### src/rtl/poly_lane_alu_if.sv
// Bus bundle for poly_lane_alu: request fields, RAM read port and RAM write port.
interface poly_lane_alu_if #(
   parameter int LANES  = 8,
   parameter int COEF_W = 12,
   parameter int ADDR_W = 8
) ();
   logic                      start;
   logic [1:0]                mode;
   logic [ADDR_W-1:0]         r_start_offset_A;
   logic [ADDR_W-1:0]         r_start_offset_B;
   logic [ADDR_W-1:0]         w_data_addr_offset;
   logic [LANES*COEF_W-1:0]   r_data;
   logic [ADDR_W-1:0]         r_data_addr;
   logic [LANES*COEF_W-1:0]   w_data;
   logic [ADDR_W-1:0]         w_data_addr;
   logic                      w_data_en;
   logic                      busy;
   logic                      last_cycle;

   modport master (
      output start, mode, r_start_offset_A, r_start_offset_B, w_data_addr_offset, r_data,
      input  r_data_addr, w_data, w_data_addr, w_data_en, busy, last_cycle
   );

   modport slave (
      input  start, mode, r_start_offset_A, r_start_offset_B, w_data_addr_offset, r_data,
      output r_data_addr, w_data, w_data_addr, w_data_en, busy, last_cycle
   );
endinterface

### src/rtl/poly_lane_alu.sv
// Streaming lane-wise modular ADD/SUB/COPY/NEG over two RAM polynomials.
// Define POLY_LANE_ALU_PIPE_EN to add one register stage before w_data.
module poly_lane_alu #(
   parameter int LANES  = 8,
   parameter int COEF_W = 12,
   parameter int Q      = 3329,
   parameter int DEPTH  = 32,
   parameter int ADDR_W = 8
) (
   input  logic            clk,
   input  logic            rst,
   poly_lane_alu_if.slave  bus
);
   localparam int W     = LANES*COEF_W;
   localparam int CNT_W = (DEPTH > 1) ? $clog2(2*DEPTH) : 1;
   localparam logic [CNT_W-1:0] LAST_RD = CNT_W'(2*DEPTH-1);
   localparam logic [CNT_W-1:0] LAST_WR = CNT_W'(DEPTH-1);
   localparam logic [COEF_W:0]  QX      = (COEF_W+1)'(Q);

   typedef enum logic [1:0] {IDLE, RUN, DRAIN} state_t;
   typedef enum logic [1:0] {OP_ADD, OP_SUB, OP_COPY, OP_NEG} op_t;

   state_t             state, state_n;
   op_t                mode_q;
   logic [ADDR_W-1:0]  a_off_q, b_off_q, w_off_q;
   logic [CNT_W-1:0]   rcnt, widx;
   logic [ADDR_W-1:0]  rd_addr, rd_addr_n;
   logic               a_pend, b_pend;
   logic [W-1:0]       a_reg, lane_res;
   logic [W-1:0]       res_data;
   logic [ADDR_W-1:0]  res_addr;
   logic               res_en, res_last;
   logic               last_out;
   logic [COEF_W-1:0]  la, lb;
   logic [COEF_W:0]    sum, dif, tmp;

   always_ff @(posedge clk) begin
      if (rst) state <= IDLE;
      else     state <= state_n;
   end

   always_comb begin
      state_n = state;
      case (state)
         IDLE:    if (bus.start) state_n = RUN;
         RUN:     if (rcnt == LAST_RD) state_n = DRAIN;
         DRAIN:   if (last_out) state_n = IDLE;
         default: state_n = IDLE;
      endcase
   end

   // Even rcnt is issuing A_i, so the next read is B_i; odd rcnt moves on to A_{i+1}.
   always_comb begin
      if (!rcnt[0]) rd_addr_n = b_off_q + ADDR_W'(rcnt >> 1);
      else          rd_addr_n = a_off_q + ADDR_W'(rcnt >> 1) + ADDR_W'(1);
   end

   always_comb begin
      lane_res = '0;
      la  = '0;
      lb  = '0;
      sum = '0;
      dif = '0;
      tmp = '0;
      for (int unsigned j = 0; j < LANES; j++) begin
         la  = a_reg[j*COEF_W +: COEF_W];
         lb  = bus.r_data[j*COEF_W +: COEF_W];
         sum = {1'b0, la} + {1'b0, lb};
         dif = {1'b0, la} - {1'b0, lb};
         case (mode_q)
            OP_ADD:  tmp = (sum >= QX) ? sum - QX : sum;
            OP_SUB:  tmp = dif[COEF_W] ? dif + QX : dif;
            OP_COPY: tmp = {1'b0, la};
            default: tmp = (la == '0) ? '0 : QX - {1'b0, la};
         endcase
         lane_res[j*COEF_W +: COEF_W] = tmp[COEF_W-1:0];
      end
   end

   always_ff @(posedge clk) begin
      if (rst) begin
         mode_q   <= OP_ADD;
         a_off_q  <= '0;
         b_off_q  <= '0;
         w_off_q  <= '0;
         rcnt     <= '0;
         widx     <= '0;
         rd_addr  <= '0;
         a_pend   <= 1'b0;
         b_pend   <= 1'b0;
         a_reg    <= '0;
         res_data <= '0;
         res_addr <= '0;
         res_en   <= 1'b0;
         res_last <= 1'b0;
      end else begin
         a_pend <= (state == RUN) && !rcnt[0];
         b_pend <= (state == RUN) &&  rcnt[0];
         if (state == IDLE && bus.start) begin
            mode_q  <= op_t'(bus.mode);
            a_off_q <= bus.r_start_offset_A;
            b_off_q <= bus.r_start_offset_B;
            w_off_q <= bus.w_data_addr_offset;
            rd_addr <= bus.r_start_offset_A;
            rcnt    <= '0;
            widx    <= '0;
         end
         if (state == RUN && rcnt != LAST_RD) begin
            rcnt    <= rcnt + CNT_W'(1);
            rd_addr <= rd_addr_n;
         end
         if (a_pend) a_reg <= bus.r_data;
         res_en   <= b_pend;
         res_last <= b_pend && (widx == LAST_WR);
         if (b_pend) begin
            res_data <= lane_res;
            res_addr <= w_off_q + ADDR_W'(widx);
            widx     <= widx + CNT_W'(1);
         end
      end
   end

`ifdef POLY_LANE_ALU_PIPE_EN
   logic [W-1:0]      out_data;
   logic [ADDR_W-1:0] out_addr;
   logic              out_en;

   always_ff @(posedge clk) begin
      if (rst) begin
         out_data <= '0;
         out_addr <= '0;
         out_en   <= 1'b0;
         last_out <= 1'b0;
      end else begin
         out_en   <= res_en;
         last_out <= res_last;
         if (res_en) begin
            out_data <= res_data;
            out_addr <= res_addr;
         end
      end
   end

   assign bus.w_data      = out_data;
   assign bus.w_data_addr = out_addr;
   assign bus.w_data_en   = out_en;
`else
   assign last_out        = res_last;
   assign bus.w_data      = res_data;
   assign bus.w_data_addr = res_addr;
   assign bus.w_data_en   = res_en;
`endif

   assign bus.r_data_addr = rd_addr;
   assign bus.last_cycle  = last_out;
   assign bus.busy        = (state != IDLE);
endmodule

### src/flat_wrapper.sv
// flat-port wrapper written by rule: the top's interface ports become plain ports
module poly_lane_alu_flat 
#(
   parameter int LANES  = 8,
   parameter int COEF_W = 12,
   parameter int Q      = 3329,
   parameter int DEPTH  = 32,
   parameter int ADDR_W = 8
)
  (clk, rst, bus_start, bus_mode, bus_r_start_offset_A, bus_r_start_offset_B, bus_w_data_addr_offset, bus_r_data, bus_r_data_addr, bus_w_data, bus_w_data_addr, bus_w_data_en, bus_busy, bus_last_cycle);
  poly_lane_alu_if #(.LANES(LANES), .COEF_W(COEF_W), .ADDR_W(ADDR_W)) bus_i ();
  input  logic clk;
  input  logic rst;
  input wire logic [$bits(bus_i.start)-1:0] bus_start;
  input wire logic [$bits(bus_i.mode)-1:0] bus_mode;
  input wire logic [$bits(bus_i.r_start_offset_A)-1:0] bus_r_start_offset_A;
  input wire logic [$bits(bus_i.r_start_offset_B)-1:0] bus_r_start_offset_B;
  input wire logic [$bits(bus_i.w_data_addr_offset)-1:0] bus_w_data_addr_offset;
  input wire logic [$bits(bus_i.r_data)-1:0] bus_r_data;
  output wire logic [$bits(bus_i.r_data_addr)-1:0] bus_r_data_addr;
  output wire logic [$bits(bus_i.w_data)-1:0] bus_w_data;
  output wire logic [$bits(bus_i.w_data_addr)-1:0] bus_w_data_addr;
  output wire logic [$bits(bus_i.w_data_en)-1:0] bus_w_data_en;
  output wire logic [$bits(bus_i.busy)-1:0] bus_busy;
  output wire logic [$bits(bus_i.last_cycle)-1:0] bus_last_cycle;
  assign bus_i.start = bus_start;
  assign bus_i.mode = bus_mode;
  assign bus_i.r_start_offset_A = bus_r_start_offset_A;
  assign bus_i.r_start_offset_B = bus_r_start_offset_B;
  assign bus_i.w_data_addr_offset = bus_w_data_addr_offset;
  assign bus_i.r_data = bus_r_data;
  assign bus_r_data_addr = bus_i.r_data_addr;
  assign bus_w_data = bus_i.w_data;
  assign bus_w_data_addr = bus_i.w_data_addr;
  assign bus_w_data_en = bus_i.w_data_en;
  assign bus_busy = bus_i.busy;
  assign bus_last_cycle = bus_i.last_cycle;
  poly_lane_alu #(.LANES(LANES), .COEF_W(COEF_W), .Q(Q), .DEPTH(DEPTH), .ADDR_W(ADDR_W)) u_core (.clk(clk), .rst(rst), .bus(bus_i));
endmodule
### config.mk
export PLATFORM = sky130hd
export DESIGN_NAME = poly_lane_alu_flat
export DESIGN_NICKNAME = d
export VERILOG_FILES = /design/src/rtl/poly_lane_alu_if.sv /design/src/rtl/poly_lane_alu.sv /design/src/flat_wrapper.sv
export SDC_FILE = /design/constraint.sdc
export NUM_CORES = 1
export LEC_CHECK = 0
export CORE_MARGIN = 4
export CORE_UTILIZATION = 35
export DETAILED_ROUTE_END_ITERATION = 10
export GPL_TIMING_DRIVEN = 1
export HOLD_SLACK_MARGIN = 0.06
export MAX_ROUTING_LAYER = met4
export PLACE_DENSITY = 0.65
export REMOVE_ABC_BUFFERS = 1
export SLEW_MARGIN = 5
export SYNTH_ARGS = -nofsm -noshare
export SYNTH_HDL_FRONTEND = slang
export SYNTH_SLANG_ARGS = --single-unit
export TNS_END_PERCENT = 20
### constraint.sdc
create_clock -name clk -period 4.3 [get_ports clk]
set_clock_uncertainty 0.05 [all_clocks]
set_input_delay 0.86 -clock clk [delete_from_list [all_inputs] [get_ports clk]]
set_output_delay 0.86 -clock clk [all_outputs]
set_load 0.01 [all_outputs]
== After elaboration in Yosys (flattened, before gate mapping) ==
Cells that the tools add are included.

* Flip-flop bits (word level): 252
* Bits of input ports: 125
* Word-level logic and storage cells: 141

* Add/subtract/negate cells: 46
* Magnitude comparators: 8
* Equality and inequality tests: 10
* Mux-type cells: 42
* Reduce and logical (&&, ||, !) cells: 20

{| class="wikitable"
|+ Operators by type and width
! kind !! count
|-
| 12-bit two-way mux || 24
|-
| 12-bit case mux with 3 select lines || 8
|-
| 12-bit by 12-bit adder with 13-bit output || 8
|-
| 13-bit by 12-bit >= comparator with 1-bit output (second input constant) || 8
|-
| 12-bit by 12-bit subtractor with 13-bit output || 8
|-
| 12-bit adder (second input constant) || 8
|-
| 12-bit logical NOT || 8
|-
| 12-bit subtractor (first input constant) || 8
|-
| 12-bit subtractor (second input constant) || 8
|-
| 8-bit two-way mux || 3
|-
| 6-bit two-way mux || 3
|-
| 8-bit by 5-bit adder with 8-bit output || 2
|-
| 6-bit by 1-bit adder with 6-bit output (second input constant) || 2
|-
| 8-bit by 1-bit adder with 8-bit output (second input constant) || 1
|-
| 8-bit by 6-bit adder with 8-bit output || 1
|-
| 6-bit by 5-bit equality test with 1-bit output (second input constant) || 1
|-
| 6-bit equality test (second input constant) || 1
|-
| 2-bit two-way mux || 3
|-
| 6-bit inequality test (second input constant) || 1
|-
| 2-bit case mux with 3 select lines || 1
|-
| 2-bit nonzero test || 3
|-
| 1-bit logical AND || 5
|-
| 2-bit by 1-bit equality test with 1-bit output (second input constant) || 2
|-
| 2-bit equality test (second input constant) || 2
|-
| 5 further kinds || 7
|}

== Longest topological paths before layout ==
Gate-level depths: netlist of the first run.

* Word-level depth: 4
* Depth in mapped cells: 14
* Gate-level depth less buffers: 14

== Worst setup path after synthesis of the first run ==
OpenSTA, ideal clock, no wires.

* Path kind: input to register
* From: in bus_r_data[84]
* To: reg u_core.res_data[89], in the netlist u_core.bus.w_data[89]
* Arrival time: 4.275 ns
* Required time: 4.117 ns
* Setup slack: -0.158 ns
* Stages: 14
* Buffers on the path: 1
* Cells stage by stage: ha_1 > inv_1 > fa_1 > or2_1 > a2111oi_0 > a311oi_1 > or4_1 > or4_1 > a311o_1 > buf_6 > a211oi_1 > xor2_1 > a221oi_1 > nor3_1

* Longest elaborated chain between the ends: 4
* Elaborated cells between the ends (all ways): 8
* Classes of those cells: add/sub: 4; order compare: 1; mux: 3

{| class="wikitable"
|+ Ends and longest elaborated chain
! what !! RTL line !! source
|-
| from (decl) || flat_wrapper.sv:19 || <nowiki>input wire logic [$bits(bus_i.r_data)-1:0] bus_r_data;</nowiki>
|-
| 12-bit by 12-bit subtractor with 13-bit output or 12-bit by 12-bit adder with 13-bit output (tied branches) || poly_lane_alu.sv:69, poly_lane_alu.sv:68 ||
|-
| 12-bit adder, or another cell as far along || poly_lane_alu.sv:72 || <nowiki>OP_SUB: tmp = dif[COEF_W] ? dif + QX : dif;</nowiki>
|-
| 12-bit two-way mux, on equally long branches || poly_lane_alu.sv:72, poly_lane_alu.sv:71 ||
|-
| 12-bit case mux with 3 select lines * || poly_lane_alu.sv:70 || <nowiki>case (mode_q)</nowiki>
|-
| to (signal assigned) || poly_lane_alu.sv:116 || <nowiki>res_data <= lane_res;</nowiki>
|-
| to (decl) || poly_lane_alu.sv:30 || <nowiki>logic [W-1:0] res_data;</nowiki>
|}

Mark *: on every way between the ends. The rest lies on a longest branch, timed or not.
A chain may end at the register's enable or synchronous reset.

== Final worst setup path of the first run ==
* From: in bus_r_data[88]
* To: reg u_core.res_data[91], in the netlist u_core.bus.w_data[91]

The elaborated chain is that of the path after synthesis.

==> impl_metrics.ini, run 1 <==
[global_routing]
use_met2 = 0.383
gr-usage-all-layers = 0.229
grt_max_degree = 100
antenna_found_initial = 10
grtUsageMet3 = 0.0298
grt_util_met1 = 0.288
grt_overflow_total = 0
grt_pass1_vias = 27724
grt_busiest_layer = met2
grt_pass1_wl_mm = 149

[sta]
hold_violations = 0
rsz0062_at_grt = true
drv_slew = 0
slew_headroom = 0.220
fin_crit_ps = 4220
timing.fmax_mhz = 237
worst_pin_slew_ps = 1170
setup_violations = 0
period_share = 0.980
fin_setup_tns_ps = 0

[finish]
post-route-util = 0.468
area_growth_pct = 32.2
stdcell_count = 5332
design_area_um2 = 35700
final_cell_mix = buf_4, nor2_1, dfxtp_1, inv_1, ha_1
nNetsFinal = 4650
drive_gt1_frac = 0.168
final_common_cell = buf_4

[clocking]
cts_tree = yes
clkLatencyLatePin_ps = 550
clock-sinks = 252
htree_levels = 2
root_buffer = clkbuf_16
cts_buffer_depth = 3
clkTransAtPathRegs_ps = 60
cts_inserted_buffers = 37
cts_hold_buf = 0

[die]
core_area_um2 = 76200
dieArea_um2 = 81600
chipHeight_um = 286
ios = 240
num_rows = 101
start_util = 0.354
die_w_um = 286

[logic_synthesis]
avgSynthCellArea_um2 = 7.44
synth-compound-area-share = 0.258
yosysWarnings = 0
muxShareOfSynthArea = 0.0455
synth_top_family_by_area = compound AO/OA/AOI/OAI gates
yosys.area_share.adder = 0.126
synth-seq-area-share = 0.187
synth_edf_count = 0
synth_ff_type = dfxtp_1
yosys.area_share.simple = 0.224
ys_seq_elements = 252
synth_xor_area_frac = 0.0977
syn_inst = 3625
synthesis.area_um2 = 27000
netlist-cell-type-count = 86
postSynth.asyncResetShare = 0

[placed_design]
place_congestion = 0.920
placed_cells = 5253
place_hpwl_mm = 72.3
port_buffers = 239
place_area_um2 = 34200

[job]
maxCapViolations = 0

[min_path]
hold_end = u_core.w_off_q[5]
hold_class = reg2reg
whs_path_depth = 2
hp-start = u_core.w_off_q[5]

[worst_setup_path]
cp.required_ps = 4660
setup.worst_path.end_class = flip-flop
critPathArrivalTime_ps = 4580
rr_startpoint = u_core.a_reg[84]
r2r_setup_slack_ps = 320
cp-start-kind = primary input
path_class = in2reg
r2r-end = u_core.bus.w_data[91]
crit_fanout = 5
reg2reg_depth = 14

[power]
power.density_nw_per_um2 = 261
sw_frac_of_total = 0.350
p_leak_uw = 0.0150
ir_worst_vdd_mv = 0.293
p_switching_uw = 3260
combinationalPowerShare = 0.380
internal_power_uw = 6060
clock_power_share = 0.343
total_power_uw = 9310
p_seq_frac = 0.277

[routing]
drt_iter0_markers = 1939
vias = 28843
drt_pre_antenna_iters = 8
drc_errors = 0
viasPerCell = 5.41
ant_nets = 0
routed_wl_mm = 95.0
wire_per_inst_um = 17.8

[run_status]
status = finished, final reports clean
-- power by group through the flow --
| stage | Clock, µW | Combinational, µW | Sequential, µW |
|---|---|---|---|
| global route | 3390 | 3880 | 2590 |
| detailed placement | 0 | 3460 | 2630 |
| floorplan | 0 | 1990 | 2610 |
| finish | 3190 | 3540 | 2580 |
| CTS | 3320 | 3490 | 2580 |
| global placement | 0 | 3420 | 2620 |
-- worst max-delay path, cell delays in order --
cell             delay, ps
clkdlybuf4s50_1        470
inv_1                   40
ha_1                   310
or2_4                  280
o221ai_1               210
a211oi_2                90
or4_4                  560
or4_4                  490
a311o_1                450
buf_6                  170
a211oi_2               230
xnor2_1                 90
a221oi_1               260
nor3_1                  70
-- per-layer routing --
layer | share of wire | wire length [µm] | up-vias
met5 | 0 | 0 | -
met4 | 0.027 | 2600 | 0
met3 | 0.055 | 5240 | 139
met2 | 0.47 | 44800 | 748
met1 | 0.45 | 42400 | 13588
li1 | - | - | 14368
-- cells by family after synthesis --
group / after synthesis
adders and majority gates: 261
xor gates and xnor gates: 301
and+or+nand+nor: 1241
muxes: 122
DFF: 252
AOI/OAI and AO/OA: 1009
buffers and inverters: 439
-- cells in the mapped netlist (all sizes together) (26+ instances only) --
library cell  count  area share
a211oi           71       0.020
a21o             40       0.011
a21oi           228       0.042
a221oi           41       0.014
a31oi            33      0.0077
and3             26      0.0060
buf              31      0.0050
clkbuf          161       0.022
dfxtp           252        0.19
ha              242        0.11
inv             245       0.034
mux2i           116       0.043
nand2           231       0.032
nand2b           57       0.013
nand3            55       0.010
nand4            27      0.0063
nor2            444       0.062
nor2b            61       0.014
nor3            112       0.021
nor3b            30      0.0083
nor4             26      0.0060
o211ai           51       0.014
o21a             46       0.013
o21ai           181       0.034
o221ai           28      0.0091
o31ai            43       0.012
or2              32      0.0075
or3              57       0.013
or4              29      0.0081
xnor2           211       0.068
xor2             90       0.029
-- area by class of cell --
cell class	count	area (µm²)
clock inverter	20	244
clock buffer	48	1030
multi-input combinational	2934	20500
tap	1030	1290
antenna	9	22.5
sequential	252	5050
timing repair buffer	792	6600
fill	7572	40500
inverter	247	927
-- worst max-delay path by stage --
stage                    from                     to  cells after the start
5_1_grt        bus_r_data[88]  u_core.bus.w_data[91]                     14
3_3_place_gp   bus_r_data[84]  u_core.bus.w_data[88]                     15
3_5_place_dp   bus_r_data[84]  u_core.bus.w_data[88]                     15
6_report       bus_r_data[88]  u_core.bus.w_data[91]                     14
4_1_cts        bus_r_data[24]  u_core.bus.w_data[25]                     16
2_1_floorplan   u_core.b_pend         u_core.widx[5]                      4
-- what timing repair did --
item                       4_1_cts  5_1_grt
pin swaps                        8       14
resized for setup               14       38
setup endpoints to repair       10       48
buffers inserted                 1        0
gates cloned                     1        0
-- metrics by stage --
step           hold slack, ps  setup slack [ps]
6_report                  410              83.9
5_1_grt                   433             -30.0
3_3_place_gp              396              -851
2_1_floorplan             380              -761
3_5_place_dp              404              -890
4_1_cts                   412              3.15
Note: power is estimated with default switching activity, not from simulation.
==> inputs of run 2 (changes only) <==
--- a/config.mk
+++ b/config.mk
@@ -8,6 +8,7 @@
 export CORE_MARGIN = 4
 export CORE_UTILIZATION = 35
 export DETAILED_ROUTE_END_ITERATION = 10
+export GPL_ROUTABILITY_DRIVEN = 0
 export GPL_TIMING_DRIVEN = 1
 export HOLD_SLACK_MARGIN = 0.06
 export MAX_ROUTING_LAYER = met4
==> run 2 against run 1 <==
- global-route usage is 0.15 points lower
- sequential power hardly changed
- flip-flop and latch count did not move
- register-to-register slack worse by 40 ps
- highest routed layer unchanged
- largest power group unchanged
- sequential share of layout area shrank 0.070 points
- worst setup slack lost 15 ps
- final area increased by 0.49%
- worst hold slack got worse by 3.3 ps
- routed wire length decreased by 0.82%
- clock power shrank 3%
==> impl_metrics.ini, run 2 (same netlist as run 1, synthesis figures left out) <==
[run_status]
status = finished, final reports clean

[finish]
final_cell_mix = buf_4, nor2_1, dfxtp_1, inv_1, ha_1
area_growth_pct = 32.9
drive_gt1_frac = 0.175
nNetsFinal = 4674
final_common_cell = buf_4

[worst_setup_path]
reg2reg_depth = 14
setup.worst_path.end_class = flip-flop
critPathArrivalTime_ps = 4590
crit_fanout = 5
path_class = in2reg
cp.required_ps = 4660
r2r_setup_slack_ps = 280
cp-start-kind = primary input

[die]
start_util = 0.354
num_rows = 101
dieArea_um2 = 81600
die_w_um = 286
chipHeight_um = 286
core_area_um2 = 76200
ios = 240

[sta]
hold_ws_ps = 407
fin_crit_ps = 4230
rsz0062_at_grt = true
drv_slew = 0
worst_pin_slew_ps = 1120
fin_ws_ps = 68.6
setup_violations = 0
slew_headroom = 0.250
hold_violations = 0
timing.fmax_mhz = 236
period_share = 0.984
fin_setup_tns_ps = 0

[min_path]
hold_class = reg2reg
whs_path_depth = 2

[global_routing]
grt_pass1_wl_mm = 149
grt_pass1_vias = 27998
grt_overflow_total = 0
gr-usage-all-layers = 0.227
antenna_found_initial = 7
grt_max_degree = 82

[clocking]
cts_tree = yes
clkLatencyLatePin_ps = 550
cts_hold_buf = 0
clkTransAtPathRegs_ps = 60
cts_inserted_buffers = 36
clock-sinks = 252
cts_buffer_depth = 3
root_buffer = clkbuf_16
htree_levels = 2

[routing]
drt_iter0_markers = 1905
routed_wl_mm = 94.2
ant_nets = 0
drt_pre_antenna_iters = 6
vias = 28942
drc_errors = 0
viasPerCell = 5.41
wire_per_inst_um = 17.6

[power]
p_leak_uw = 0.0152
ir_worst_vdd_mv = 0.231
power.density_nw_per_um2 = 257
total_power_uw = 9220

[placed_design]
port_buffers = 239
pre_cts_ws_ps = -934
place_hpwl_mm = 72.7

[job]
maxCapViolations = 0
## run 2: layout make-up
class                           count  area [µm²]
Fill cell                        7446       40300
Clock buffer                       45        1010
Antenna cell                        5        12.5
Timing Repair Buffer              817        6800
Multi-Input combinational cell   2934       20600
Tap cell                         1030        1290
Sequential cell                   252        5050
Clock inverter                     21         208
Inverter                          247         927
## run 2: worst paths after layout
path                                end         startpoint
setup / recovery  u_core.bus.w_data[89]     bus_r_data[84]
hold / removal        u_core.a_off_q[0]  u_core.a_off_q[0]
setup reg to reg  u_core.bus.w_data[89]   u_core.a_reg[84]
hold reg to reg       u_core.a_off_q[0]  u_core.a_off_q[0]
## run 2: critical path, cell delays in order
cell	delay, ps
dlygate4sd2_1	220
ha_2	190
inv_1	60
fa_2	340
or2_4	260
buf_4	140
a21o_1	170
xnor2_1	120
or4_4	520
or4_4	440
a311o_2	490
a211oi_1	330
xor2_1	110
a221oi_1	260
nor3_1	70
## run 2: metal layers
layer  GRT usage  up-vias  part of all wire
met1       0.286    13599              0.44
met2       0.381      760              0.47
met5           -        -                 0
li1            -    14434                 -
met4      0.0650        0             0.029
met3      0.0313      149             0.057
## run 2: what timing repair did
item | in CTS | in global routing
pin swaps | 10 | 16
resized for setup | 17 | 47
buffers inserted | 3 | 3
endpoints found under the setup margin | 12 | 47
cloned | 0 | 1
## run 2: stage by stage
step                area [µm²]  instances   util
global placement         34300       5273  0.450
CTS                      35600       5342  0.467
floorplan                26200       3433      -
global route             35900       5351  0.471
detailed placement       34300       5273  0.450
finish                   35900       5351  0.471
## run 2: power by group
part           total [µW]  switching [µW]  internal [µW]  leakage (µW)
logic                3570            1860           1710        0.0125
registers            2570             142           2430       0.00205
clock network        3080            1220           1850      0.000603
total                9220            3230           5990        0.0152
==> inputs of run 3 (changes only) <==
--- a/config.mk
+++ b/config.mk
@@ -14,6 +14,7 @@
 export MAX_ROUTING_LAYER = met4
 export PLACE_DENSITY = 0.65
 export REMOVE_ABC_BUFFERS = 1
+export SETUP_SLACK_MARGIN = 0.4
 export SLEW_MARGIN = 5
 export SYNTH_ARGS = -nofsm -noshare
 export SYNTH_HDL_FRONTEND = slang
==> run 3 against run 2 <==
- core utilization rose by 1.4 points
- sequential power barely moved
- critical path depth rose by 7
- flip-flop and latch count did not move
- non-clock buffer count rose by 28
- combinational power rose by 5%
- clock-buffer cell count did not move
- clock power barely moved
- routed wire length rose by 2.1%
- global-route usage rose by 0.19 points
- maximum frequency rose by 5.8%
==> impl_metrics.ini, run 3 (same netlist as run 1, synthesis figures left out) <==
[routing]
drt_pre_antenna_iters = 8
viasPerCell = 5.44
vias = 29279
drt_iter0_markers = 1977
routed_wl_mm = 96.2
ant_nets = 0
wire_per_inst_um = 17.9
drc_errors = 0

[sta]
timing.fmax_mhz = 250
slew_headroom = 0.286
worst_pin_slew_ps = 1070
fin_crit_ps = 4000
drv_slew = 0
rsz0062_at_grt = true
setup_violations = 0
period_share = 0.930
hold_violations = 0

[die]
ios = 240
chipHeight_um = 286
start_util = 0.354
dieArea_um2 = 81600
die_w_um = 286
num_rows = 101
core_area_um2 = 76200

[worst_setup_path]
r2r_setup_slack_ps = 340
cpMostUsedCell = buf_4
cp_slowest_cell = clkdlybuf4s50_1
path_class = in2reg
critPathArrivalTime_ps = 4390
crit_buf_inv = 14
path_cells = clkdlybuf4s50_1, inv_2, ha_4, or2_4, a2111oi_4, a211oi_2, buf_4, buf_4, buf_4, buf_4, buf_4, buf_4, buf_4, buf_4, buf_4, buf_4, buf_4, buf_4, a2111oi_2, xor2_1, a21oi_1, nor3_2
cp.required_ps = 4690
path_delay_family = buffers and inverters
setup.worst_path.end_class = flip-flop
cp-start-kind = primary input
crit_fanout = 2
slowest_delay_ps = 490

[finish]
area_growth_pct = 36.9
stdcell_count = 5380
final_common_cell = buf_4
nNetsFinal = 4703
post-route-util = 0.485
drive_gt1_frac = 0.210
final_cell_mix = buf_4, nor2_1, dfxtp_1, inv_1, nand2_1

[global_routing]
gr-usage-all-layers = 0.229
grt_pass1_vias = 28257
grt_max_degree = 82
grt_pass1_wl_mm = 150
antenna_found_initial = 6
grt_overflow_total = 0

[power]
power.density_nw_per_um2 = 255
p_leak_uw = 0.0156
ir_worst_vdd_mv = 0.236

[placed_design]
placed_cells = 5273
port_buffers = 239
place_hpwl_mm = 72.7

[clocking]
cts_inserted_buffers = 36
clkTransAtPathRegs_ps = 60
cts_tree = yes
htree_levels = 2
clkLatencyLatePin_ps = 560
clock-sinks = 252
root_buffer = clkbuf_16
cts_buffer_depth = 3

[min_path]
hold_class = reg2reg

[run_status]
status = finished, final reports clean

[job]
maxCapViolations = 0
## run 3: per-layer routing
layer  up-vias  part of all wire  track usage
met5         -                 0            -
met4         0             0.032       0.0693
met3       185             0.055       0.0319
met2       795              0.47        0.385
met1     13784              0.44        0.286
li1      14515                 -            -
## run 3: worst paths after layout
kind | endpoint | cells past startpoint | start
max | u_core.bus.w_data[90] | 22 | bus_r_data[88]
max reg2reg | u_core.bus.w_data[91] | 14 | u_core.a_reg[84]
min reg2reg | u_core.a_off_q[0] | 2 | u_core.a_off_q[0]
min | u_core.a_off_q[0] | 2 | u_core.a_off_q[0]
## run 3: worst min-delay path, cell delays in order (launching register included)
cell,delay [ps]
dfxtp_1,310
nand2_1,50
a21oi_1,50
## run 3: final cells by class
cell class | instances | area, µm²
Clock buffer | 45 | 1010
Inverter | 247 | 927
Multi-Input combinational cell | 2935 | 21400
Fill cell | 7311 | 39300
Clock inverter | 21 | 208
Antenna cell | 5 | 12.5
Timing Repair Buffer | 845 | 7050
Sequential cell | 252 | 5060
Tap cell | 1030 | 1290
## run 3: repair_timing
action                                  4_1_cts  5_1_grt
gates resized for setup                      83      179
gates cloned                                  1        1
pin swaps                                    37       46
setup buffers                                17       17
hold buffers                                  0        0
endpoints found under the setup margin       73       92
## run 3: stage by stage
stage / hold slack [ps] / total power [µW] / cell area (µm²) / setup TNS [ps] / worst slack (ps)
2_1_floorplan: 380 / 4600 / 26200 / -32000 / -761
5_1_grt: 431 / 9970 / 36900 / 0 / 205
6_report: 405 / 9410 / 36900 / 0 / 299
3_5_place_dp: 399 / 6100 / 34300 / -32680 / -934
3_3_place_gp: 395 / 6050 / 34300 / -28820 / -877
4_1_cts: 407 / 9330 / 36000 / 0 / 266
## run 3: report_power, final
| part | internal (µW) | switching [µW] | total [µW] |
|---|---|---|---|
| combinational | 1800 | 1950 | 3750 |
| clock | 1850 | 1230 | 3080 |
| sequential | 2430 | 145 | 2580 |
| total | 6090 | 3330 | 9410 |
